===== config.mk =====
export PLATFORM = sky130hd
export DESIGN_NAME = build_info_axil_flat
export DESIGN_NICKNAME = d
export VERILOG_FILES = /design/src/rtl/build_info_pkg.sv /design/src/rtl/build_info_axil_if.sv /design/src/rtl/build_info_axil.sv /design/src/flat_wrapper.sv
export SDC_FILE = /design/constraint.sdc
export NUM_CORES = 1
export LEC_CHECK = 0
export CAP_MARGIN = 20
export CORE_ASPECT_RATIO = 0.8
export CORE_MARGIN = 2
export CORE_UTILIZATION = 40
export CTS_CLUSTER_SIZE = 12
export DETAILED_ROUTE_END_ITERATION = 7
export PLACE_DENSITY = 0.81
export SLEW_MARGIN = 5
export SYNTH_ARGS = -nofsm -noshare
export SYNTH_HDL_FRONTEND = slang
export SYNTH_SLANG_ARGS = --single-unit

===== constraint.sdc =====
create_clock -name clk100 -period 4.2 [get_ports clk100]
set_input_delay 0.84 -clock clk100 [delete_from_list [all_inputs] [get_ports clk100]]
set_output_delay 0.84 -clock clk100 [all_outputs]
set_load 0.005 [all_outputs]

===== src/rtl/build_info_pkg.sv =====
// Shared definitions for the build-information AXI4-Lite responder:
// register offsets, response codes and FSM state types.
package build_info_pkg;

    localparam logic [4:0] OFF_SCRIPTS_LO = 5'h00;
    localparam logic [4:0] OFF_SCRIPTS_HI = 5'h04;
    localparam logic [4:0] OFF_TOP_LO     = 5'h08;
    localparam logic [4:0] OFF_TOP_HI     = 5'h0C;
    localparam logic [4:0] OFF_TS_SCRIPTS = 5'h10;
    localparam logic [4:0] OFF_TS_TOP     = 5'h14;
    localparam logic [4:0] OFF_ID         = 5'h18;
    localparam logic [4:0] OFF_SCRATCH    = 5'h1C;

    localparam logic [1:0] RESP_OKAY   = 2'b00;
    localparam logic [1:0] RESP_SLVERR = 2'b10;

    typedef enum logic {R_IDLE, R_DATA} r_state_t;
    typedef enum logic {W_IDLE, W_RESP} w_state_t;

endpackage


===== src/rtl/build_info_axil_if.sv =====
// AXI4-Lite bus bundle used between the PS master and the build-info responder.
interface build_info_axil_if #(
    parameter int ADDR_W = 8
);
    logic [ADDR_W-1:0] awaddr;
    logic              awvalid;
    logic              awready;
    logic [31:0]       wdata;
    logic [3:0]        wstrb;
    logic              wvalid;
    logic              wready;
    logic [1:0]        bresp;
    logic              bvalid;
    logic              bready;
    logic [ADDR_W-1:0] araddr;
    logic              arvalid;
    logic              arready;
    logic [31:0]       rdata;
    logic [1:0]        rresp;
    logic              rvalid;
    logic              rready;

    modport slave (
        input  awaddr, awvalid, wdata, wstrb, wvalid, bready, araddr, arvalid, rready,
        output awready, wready, bresp, bvalid, arready, rdata, rresp, rvalid
    );

    modport master (
        output awaddr, awvalid, wdata, wstrb, wvalid, bready, araddr, arvalid, rready,
        input  awready, wready, bresp, bvalid, arready, rdata, rresp, rvalid
    );
endinterface


===== src/rtl/build_info_axil.sv =====
// AXI4-Lite read responder for build-identification words with coherent 64-bit hash reads.
// Define BUILD_INFO_SCRATCH_EN to make offset 0x1C a byte-maskable R/W scratch register.
module build_info_axil
    import build_info_pkg::*;
#(
    parameter int          ADDR_W   = 8,
    parameter logic [31:0] ID_VALUE = 32'hB1D0_0001
) (
    input  logic              clk100,
    input  logic              rst,
    input  logic [63:0]       git_hash_scripts_i,
    input  logic [63:0]       git_hash_top_i,
    input  logic [31:0]       timestamp_scripts_i,
    input  logic [31:0]       timestamp_top_i,
    build_info_axil_if.slave  s_axil
);

    r_state_t    r_state_q, r_state_d;
    logic [31:0] rdata_q, rdata_d;
    logic [1:0]  rresp_q, rresp_d;
    logic [31:0] scripts_hi_q, scripts_hi_d;
    logic [31:0] top_hi_q, top_hi_d;

    w_state_t    w_state_q, w_state_d;
    logic        aw_got_q, aw_got_d;
    logic        w_got_q, w_got_d;
    logic [1:0]  bresp_q, bresp_d;

    logic        ar_mapped;
    logic [4:0]  ar_off;
    logic        aw_hs, w_hs;
    logic        unused_ok;

    assign ar_mapped = ((s_axil.araddr >> 5) == '0);
    assign ar_off    = {s_axil.araddr[4:2], 2'b00};

    assign s_axil.arready = (r_state_q == R_IDLE);
    assign s_axil.rvalid  = (r_state_q == R_DATA);
    assign s_axil.rdata   = rdata_q;
    assign s_axil.rresp   = rresp_q;

    assign s_axil.awready = (w_state_q == W_IDLE) && !aw_got_q;
    assign s_axil.wready  = (w_state_q == W_IDLE) && !w_got_q;
    assign s_axil.bvalid  = (w_state_q == W_RESP);
    assign s_axil.bresp   = bresp_q;

    assign aw_hs = s_axil.awvalid && s_axil.awready;
    assign w_hs  = s_axil.wvalid && s_axil.wready;

`ifdef BUILD_INFO_SCRATCH_EN
    logic [ADDR_W-1:0] awaddr_q, awaddr_d;
    logic [31:0]       wdata_q, wdata_d;
    logic [3:0]        wstrb_q, wstrb_d;
    logic [31:0]       scratch_q, scratch_d;
    logic [ADDR_W-1:0] aw_addr_eff;
    logic [31:0]       wdata_eff;
    logic [3:0]        wstrb_eff;

    // A channel that handshakes in the same cycle as its partner bypasses the holding register.
    assign aw_addr_eff = aw_got_q ? awaddr_q : s_axil.awaddr;
    assign wdata_eff   = w_got_q  ? wdata_q  : s_axil.wdata;
    assign wstrb_eff   = w_got_q  ? wstrb_q  : s_axil.wstrb;
    assign unused_ok   = ^{s_axil.araddr[1:0], s_axil.awaddr[1:0]};
`else
    assign unused_ok   = ^{s_axil.araddr[1:0], s_axil.awaddr, s_axil.wdata, s_axil.wstrb};
`endif

    always_comb begin
        r_state_d    = r_state_q;
        rdata_d      = rdata_q;
        rresp_d      = rresp_q;
        scripts_hi_d = scripts_hi_q;
        top_hi_d     = top_hi_q;
        case (r_state_q)
            R_IDLE: begin
                if (s_axil.arvalid) begin
                    r_state_d = R_DATA;
                    rdata_d   = '0;
                    rresp_d   = RESP_OKAY;
                    if (!ar_mapped) begin
                        rresp_d = RESP_SLVERR;
                    end else begin
                        case (ar_off)
                            OFF_SCRIPTS_LO: begin
                                rdata_d      = git_hash_scripts_i[31:0];
                                scripts_hi_d = git_hash_scripts_i[63:32];
                            end
                            OFF_SCRIPTS_HI: rdata_d = scripts_hi_q;
                            OFF_TOP_LO: begin
                                rdata_d  = git_hash_top_i[31:0];
                                top_hi_d = git_hash_top_i[63:32];
                            end
                            OFF_TOP_HI:     rdata_d = top_hi_q;
                            OFF_TS_SCRIPTS: rdata_d = timestamp_scripts_i;
                            OFF_TS_TOP:     rdata_d = timestamp_top_i;
                            OFF_ID:         rdata_d = ID_VALUE;
`ifdef BUILD_INFO_SCRATCH_EN
                            OFF_SCRATCH:    rdata_d = scratch_q;
`endif
                            default:        rresp_d = RESP_SLVERR;
                        endcase
                    end
                end
            end
            R_DATA: begin
                if (s_axil.rready) begin
                    r_state_d = R_IDLE;
                end
            end
            default: r_state_d = R_IDLE;
        endcase
    end

    always_comb begin
        w_state_d = w_state_q;
        aw_got_d  = aw_got_q;
        w_got_d   = w_got_q;
        bresp_d   = bresp_q;
`ifdef BUILD_INFO_SCRATCH_EN
        awaddr_d  = awaddr_q;
        wdata_d   = wdata_q;
        wstrb_d   = wstrb_q;
        scratch_d = scratch_q;
`endif
        case (w_state_q)
            W_IDLE: begin
                if (aw_hs) begin
                    aw_got_d = 1'b1;
`ifdef BUILD_INFO_SCRATCH_EN
                    awaddr_d = s_axil.awaddr;
`endif
                end
                if (w_hs) begin
                    w_got_d = 1'b1;
`ifdef BUILD_INFO_SCRATCH_EN
                    wdata_d = s_axil.wdata;
                    wstrb_d = s_axil.wstrb;
`endif
                end
                if ((aw_got_q || aw_hs) && (w_got_q || w_hs)) begin
                    w_state_d = W_RESP;
                    aw_got_d  = 1'b0;
                    w_got_d   = 1'b0;
                    bresp_d   = RESP_SLVERR;
`ifdef BUILD_INFO_SCRATCH_EN
                    if (((aw_addr_eff >> 5) == '0) && (aw_addr_eff[4:2] == OFF_SCRATCH[4:2])) begin
                        bresp_d = RESP_OKAY;
                        for (int b = 0; b < 4; b++) begin
                            if (wstrb_eff[b]) begin
                                scratch_d[8*b +: 8] = wdata_eff[8*b +: 8];
                            end
                        end
                    end
`endif
                end
            end
            W_RESP: begin
                if (s_axil.bready) begin
                    w_state_d = W_IDLE;
                end
            end
            default: w_state_d = W_IDLE;
        endcase
    end

    always_ff @(posedge clk100 or posedge rst) begin
        if (rst) begin
            r_state_q    <= R_IDLE;
            rdata_q      <= '0;
            rresp_q      <= RESP_OKAY;
            scripts_hi_q <= '0;
            top_hi_q     <= '0;
            w_state_q    <= W_IDLE;
            aw_got_q     <= 1'b0;
            w_got_q      <= 1'b0;
            bresp_q      <= RESP_OKAY;
`ifdef BUILD_INFO_SCRATCH_EN
            awaddr_q     <= '0;
            wdata_q      <= '0;
            wstrb_q      <= '0;
            scratch_q    <= '0;
`endif
        end else begin
            r_state_q    <= r_state_d;
            rdata_q      <= rdata_d;
            rresp_q      <= rresp_d;
            scripts_hi_q <= scripts_hi_d;
            top_hi_q     <= top_hi_d;
            w_state_q    <= w_state_d;
            aw_got_q     <= aw_got_d;
            w_got_q      <= w_got_d;
            bresp_q      <= bresp_d;
`ifdef BUILD_INFO_SCRATCH_EN
            awaddr_q     <= awaddr_d;
            wdata_q      <= wdata_d;
            wstrb_q      <= wstrb_d;
            scratch_q    <= scratch_d;
`endif
        end
    end

endmodule


===== src/flat_wrapper.sv =====
// flat-port wrapper written by rule: the top's interface ports become plain ports
module build_info_axil_flat import build_info_pkg::*;
#(
    parameter int          ADDR_W   = 8,
    parameter logic [31:0] ID_VALUE = 32'hB1D0_0001
)
  (clk100, rst, git_hash_scripts_i, git_hash_top_i, timestamp_scripts_i, timestamp_top_i, s_axil_awaddr, s_axil_awvalid, s_axil_wdata, s_axil_wstrb, s_axil_wvalid, s_axil_bready, s_axil_araddr, s_axil_arvalid, s_axil_rready, s_axil_awready, s_axil_wready, s_axil_bresp, s_axil_bvalid, s_axil_arready, s_axil_rdata, s_axil_rresp, s_axil_rvalid);
  build_info_axil_if #(.ADDR_W(ADDR_W)) s_axil_i ();
  input  logic clk100;
  input  logic rst;
  input  logic [63:0] git_hash_scripts_i;
  input  logic [63:0] git_hash_top_i;
  input  logic [31:0] timestamp_scripts_i;
  input  logic [31:0] timestamp_top_i;
  input wire logic [$bits(s_axil_i.awaddr)-1:0] s_axil_awaddr;
  input wire logic [$bits(s_axil_i.awvalid)-1:0] s_axil_awvalid;
  input wire logic [$bits(s_axil_i.wdata)-1:0] s_axil_wdata;
  input wire logic [$bits(s_axil_i.wstrb)-1:0] s_axil_wstrb;
  input wire logic [$bits(s_axil_i.wvalid)-1:0] s_axil_wvalid;
  input wire logic [$bits(s_axil_i.bready)-1:0] s_axil_bready;
  input wire logic [$bits(s_axil_i.araddr)-1:0] s_axil_araddr;
  input wire logic [$bits(s_axil_i.arvalid)-1:0] s_axil_arvalid;
  input wire logic [$bits(s_axil_i.rready)-1:0] s_axil_rready;
  output wire logic [$bits(s_axil_i.awready)-1:0] s_axil_awready;
  output wire logic [$bits(s_axil_i.wready)-1:0] s_axil_wready;
  output wire logic [$bits(s_axil_i.bresp)-1:0] s_axil_bresp;
  output wire logic [$bits(s_axil_i.bvalid)-1:0] s_axil_bvalid;
  output wire logic [$bits(s_axil_i.arready)-1:0] s_axil_arready;
  output wire logic [$bits(s_axil_i.rdata)-1:0] s_axil_rdata;
  output wire logic [$bits(s_axil_i.rresp)-1:0] s_axil_rresp;
  output wire logic [$bits(s_axil_i.rvalid)-1:0] s_axil_rvalid;
  assign s_axil_i.awaddr = s_axil_awaddr;
  assign s_axil_i.awvalid = s_axil_awvalid;
  assign s_axil_i.wdata = s_axil_wdata;
  assign s_axil_i.wstrb = s_axil_wstrb;
  assign s_axil_i.wvalid = s_axil_wvalid;
  assign s_axil_i.bready = s_axil_bready;
  assign s_axil_i.araddr = s_axil_araddr;
  assign s_axil_i.arvalid = s_axil_arvalid;
  assign s_axil_i.rready = s_axil_rready;
  assign s_axil_awready = s_axil_i.awready;
  assign s_axil_wready = s_axil_i.wready;
  assign s_axil_bresp = s_axil_i.bresp;
  assign s_axil_bvalid = s_axil_i.bvalid;
  assign s_axil_arready = s_axil_i.arready;
  assign s_axil_rdata = s_axil_i.rdata;
  assign s_axil_rresp = s_axil_i.rresp;
  assign s_axil_rvalid = s_axil_i.rvalid;
  build_info_axil #(.ADDR_W(ADDR_W), .ID_VALUE(ID_VALUE)) u_core (.clk100(clk100), .rst(rst), .git_hash_scripts_i(git_hash_scripts_i), .git_hash_top_i(git_hash_top_i), .timestamp_scripts_i(timestamp_scripts_i), .timestamp_top_i(timestamp_top_i), .s_axil(s_axil_i));
endmodule

== Word-level counts from Yosys, hierarchy flattened ==
Cells that the tools add are included.
Storage, ports and cells
  output and inout bits: 41
  flip-flop bits (word level): 103
  input bits: 251
Cells by class
  reductions and logical operators: 20
  muxes and demuxes: 14
  equal/unequal tests: 6
  bitwise operators: 2
Operator list (number)
  $pmux W32 S7: 1
  $mux W32: 1
  $eq A3 B3 Y1 const B: 3
  $logic_not A8 Y1: 1
  $mux W1: 8
  $reduce_and A2 Y1: 4
  $reduce_and A4 Y1: 2
  $reduce_or A7 Y1: 1
  $eq A3 B2 Y1 const B: 2
  $logic_and A1 B1 Y1: 5
  $logic_not A5 Y1: 1
  $mux W2: 2
  $pmux W1 S2: 2
  $reduce_bool A2 Y1: 2
  $eq A3 B1 Y1 const B: 1
  $logic_not A1 Y1: 2
  $logic_or A1 B1 Y1: 2
  $not A1 Y1: 2

== Longest topological paths before layout ==
  word-level depth: 7
  mapped depth: 7
  mapped depth without buffers: 4

== Worst setup path before layout ==
Ideal clock, no wire load.
  kind: input to register
  from: input port s_axil_araddr[6]
  to: register u_core.scripts_hi_q[0]
  path slack: 1836 ps
  library setup time: 125 ps
  stages on the path: 6
  arrival: 2239 ps
  path buffers: 2
  data required time: 4075 ps
  cell sequence: or3_4 > nor3_4 > and2_1 > buf_6 > buf_12 > mux2_4
Between the ends
  longest elaborated chain between the ends: 2
Ends and longest elaborated chain
  from (decl): RTL line flat_wrapper.sv:21  | input wire logic [$bits(s_axil_i.araddr)-1:0] s_axil_araddr;
  $logic_not A8 Y1: RTL line build_info_axil.sv:34  | assign ar_mapped = ((s_axil.araddr >> 5) == '0);
  $reduce_and A4 Y1 (no source line)
  to (signal assigned): RTL line build_info_axil.sv:187  | scripts_hi_q <= scripts_hi_d;
  to (decl): RTL line build_info_axil.sv:21  | logic [31:0] scripts_hi_q, scripts_hi_d;
No other way between the ends.
A chain may end at the register's enable or synchronous reset.

== Worst setup path in the final report ==
  from: input port s_axil_araddr[6]
  to: register u_core.scripts_hi_q[30]
Same word-level chain as after synthesis.

==> impl_metrics.env <==
export IMPL_port_buffers=243
export IMPL_place_worst_setup_slack_ps=908
export IMPL_fin_nets=935
export IMPL_hold_violations=0
export IMPL_final_util=0.617
export IMPL_avgSynthCellArea_sq_um=12.1
export IMPL_fp_dieH_microns=109
export IMPL_grt_max_degree=87
export IMPL_die_area_sq_um=14800
export IMPL_final_cells=871
export IMPL_cts_sinks=102
export IMPL_syn_instance_count=459
export IMPL_whs_ps=475
export IMPL_maxSlewHeadroom=0.340
export IMPL_max_freq_mhz=341
export IMPL_worstSetupPathType="input pin to flop"
export IMPL_synth_cell_types=51
export IMPL_yosys_most_used_dff="dfrtp_1"
export IMPL_cts_clk_slew_worst_paths_ps=80
export IMPL_critPathMaxStageDelay_ps=450
export IMPL_critPathArrivalTime_ps=3170
export IMPL_clk_path_buf_depth=2
export IMPL_grt_pass1_wl_microns=27200
export IMPL_wirelength_microns=18200
export IMPL_drt_iter0_markers=301
export IMPL_die_x_microns=135
export IMPL_numCtsBuffers=9
export IMPL_rows=38
export IMPL_met1_length_microns=7570
export IMPL_globalRoute_totalOverflow=0
export IMPL_cts_resized=0
export IMPL_cpMaxStageDelayCell="or3_4"
export IMPL_ir_worst_vdd_mv=0.249
export IMPL_p_int_mw=1.87
export IMPL_required_ps=4440
export IMPL_dpl_instance_area_sq_um=8050
export IMPL_cp_num_cells=6
export IMPL_routed_top_layer="met4"
export IMPL_initial_core_util=0.408
export IMPL_worstHoldPathType="flop to flop"
export IMPL_final_max_slew_viol_count=0
export IMPL_wire_per_inst_microns=20.9
export IMPL_maxCapViolCount=0
export IMPL_crit_chain="clkdlybuf4s50_1 > or3_4 > nor3_4 > and2_2 > buf_12 > mux2_4"
export IMPL_synth_warnings=0
export IMPL_path_delay_family="simple AND/OR/NAND/NOR gates"
export IMPL_reg2regPathDepth=5
export IMPL_status="complete, no violations"
export IMPL_critPathBufInv=2
export IMPL_yosysSeqAreaShare=0.461
export IMPL_core_sq_um=13600
export IMPL_antenna_found_initial=2
export IMPL_globalplace_congestion=0.869
export IMPL_crit_path_end_kind="flop"
export IMPL_combPwrFrac=0.237
export IMPL_p_clk_frac=0.313
export IMPL_post_route_period_util=0.699
export IMPL_totalPowerFinal_mw=2.54
export IMPL_tightest_slew_ps=989
export IMPL_mostFrequentLayoutCells="clkdlybuf4s50_1, dfrtp_1, mux2_2"
export IMPL_post_cts_buffers=0
export IMPL_vias_per_cell=5.51
export IMPL_first_pass_iters=5
export IMPL_setup_ws_ps=1260
export IMPL_synth_edff_count=0
export IMPL_switching_share=0.264
export IMPL_reg2reg_to="u_core.s_axil.rdata[0]$_DFFE_PP0P_"
export IMPL_switchingPower_mw=0.672
export IMPL_grt_pass1_vias=4907
export IMPL_critPathMaxFanout=26
export IMPL_seqPwrFrac=0.450
export IMPL_p_per_area_nw_per_um2=304
export IMPL_setup_viol=0
export IMPL_synth_seq_cells=102
export IMPL_final_common_cell="clkdlybuf4s50_1"
export IMPL_crit_end="u_core.scripts_hi_q[30]$_DFFE_PP0P_"
export IMPL_rsz0062_at_grt="no"
export IMPL_place_inst=852
export IMPL_p_leak_nw=3.59
export IMPL_h_tree_depth=3
export IMPL_track_usage=0.248
export IMPL_ctsHoldBuffers=0
export IMPL_clk_latency_ps=350
export IMPL_ant_nets=0
export IMPL_setup_tns_ps=0
export IMPL_min_period_ps=2940
export IMPL_cp_start_kind="input pin"
export IMPL_r2r_slack_ps=2010
export IMPL_worstSetupStartpoint="s_axil_araddr[6]"
export IMPL_reg2reg_from="u_core.s_axil.rvalid$_DFF_PP0_"
export IMPL_syn_area_sq_um=5530
export IMPL_async_reset_ff_frac=1.00
export IMPL_cts_tree="yes"
export IMPL_io_pins=292
export IMPL_finClkSkew_ps=10.9
export IMPL_place_hpwl_microns=13500
export IMPL_wl_met2_microns=8800
export IMPL_syn2layout_area_growth_pct=51.2
export IMPL_dr_wl_met3_microns=1300
export IMPL_final_cell_area_sq_um=8370
export IMPL_drc=0
export IMPL_root_buffer="clkbuf_16"
export IMPL_vias=4798
export IMPL_drive_gt1_frac=0.189
[worst reg2reg max path, stage by stage, from the launching register on]
cell and delay [ps]:
dfrtp_1 390, nand2b_2 260, buf_4 310, a311o_1 470, nor3_1 520, a221o_1 180
[power groups by stage]
stage	Sequential, mW	Combinational (mW)	Clock [mW]
final	1.14	0.603	0.797
after detailed placement	1.16	0.600	0
after floorplan	1.13	0.287	0
after CTS	1.14	0.603	0.819
after global placement	1.15	0.584	0
after global routing	1.15	0.648	0.866
[metal layers]
metal  up-vias  track usage
met5         -            0
met4         0       0.0990
met3        45       0.0679
met2       225        0.408
met1      2351        0.312
li1       2177            -
[layout make-up]
cell class                      instances  area [sq um]
Multi-Input combinational cell        309          2730
Timing Repair Buffer                  254          2530
Clock inverter                          7          57.6
Tap cell                              180           225
Inverter                                8          32.5
Antenna cell                            2          5.00
Clock buffer                            9           225
Sequential cell                       102          2550
Fill cell                            1080          5180
[synthesized netlist by cell type (all sizes together) (2+ instances only)]
cell    instances  area, sq um
a21oi          32          160
a221oi          3         26.3
a22o            9         78.8
a22oi          16          120
a32o           10          100
buf            23          170
clkbuf         18         67.6
dfrtp         102         2550
inv             8         30.0
mux2           86         1080
mux2i          26          260
mux4            8          180
nand2          21         78.8
nand3           2         10.0
nor2            9         33.8
nor2b           7         43.8
nor3            3         26.3
nor3b           6         50.1
o21a            5         37.5
o21ai          34          170
o221ai          5         43.8
o22a            2         17.5
o22ai           3         18.8
o32ai           3         26.3
[cell families after synthesis]
group,Yosys count,synth area share
flip-flops,102,0.461
other,1,0.000678
AO/OA/AOI/OAI,130,0.158
multiplexers,120,0.275
buffers and inverters,49,0.0484
AND/OR/NAND/NOR,57,0.0563
[state kept, by name (all words and copies together), names as in the netlist]
register	flops
u_core.s_axil.rvalid	1
u_core.scripts_hi_q	32
u_core.s_axil.rdata	32
u_core.s_axil.rresp	1
u_core.s_axil.bvalid	1
u_core.w_got_q	1
u_core.s_axil.bresp	1
u_core.aw_got_q	1
u_core.top_hi_q	32
[worst min-delay path by stage]
stage               cells past startpoint                           startpoint  slack [ps]                             endpoint
finish                                  2  u_core.s_axil.rdata[25]$_DFFE_PP0P_         480  u_core.s_axil.rdata[25]$_DFFE_PP0P_
CTS                                     2  u_core.s_axil.rdata[25]$_DFFE_PP0P_         480  u_core.s_axil.rdata[25]$_DFFE_PP0P_
floorplan                               2   u_core.s_axil.bresp[1]$_DFFE_PP0P_         460   u_core.s_axil.bresp[1]$_DFFE_PP0P_
detailed placement                      2  u_core.s_axil.rdata[25]$_DFFE_PP0P_         460  u_core.s_axil.rdata[25]$_DFFE_PP0P_
global route                            2  u_core.s_axil.rdata[25]$_DFFE_PP0P_         500  u_core.s_axil.rdata[25]$_DFFE_PP0P_
global placement                        2   u_core.s_axil.rdata[8]$_DFFE_PP0P_         450   u_core.s_axil.rdata[8]$_DFFE_PP0P_
Power figures use the tool's default switching activity.
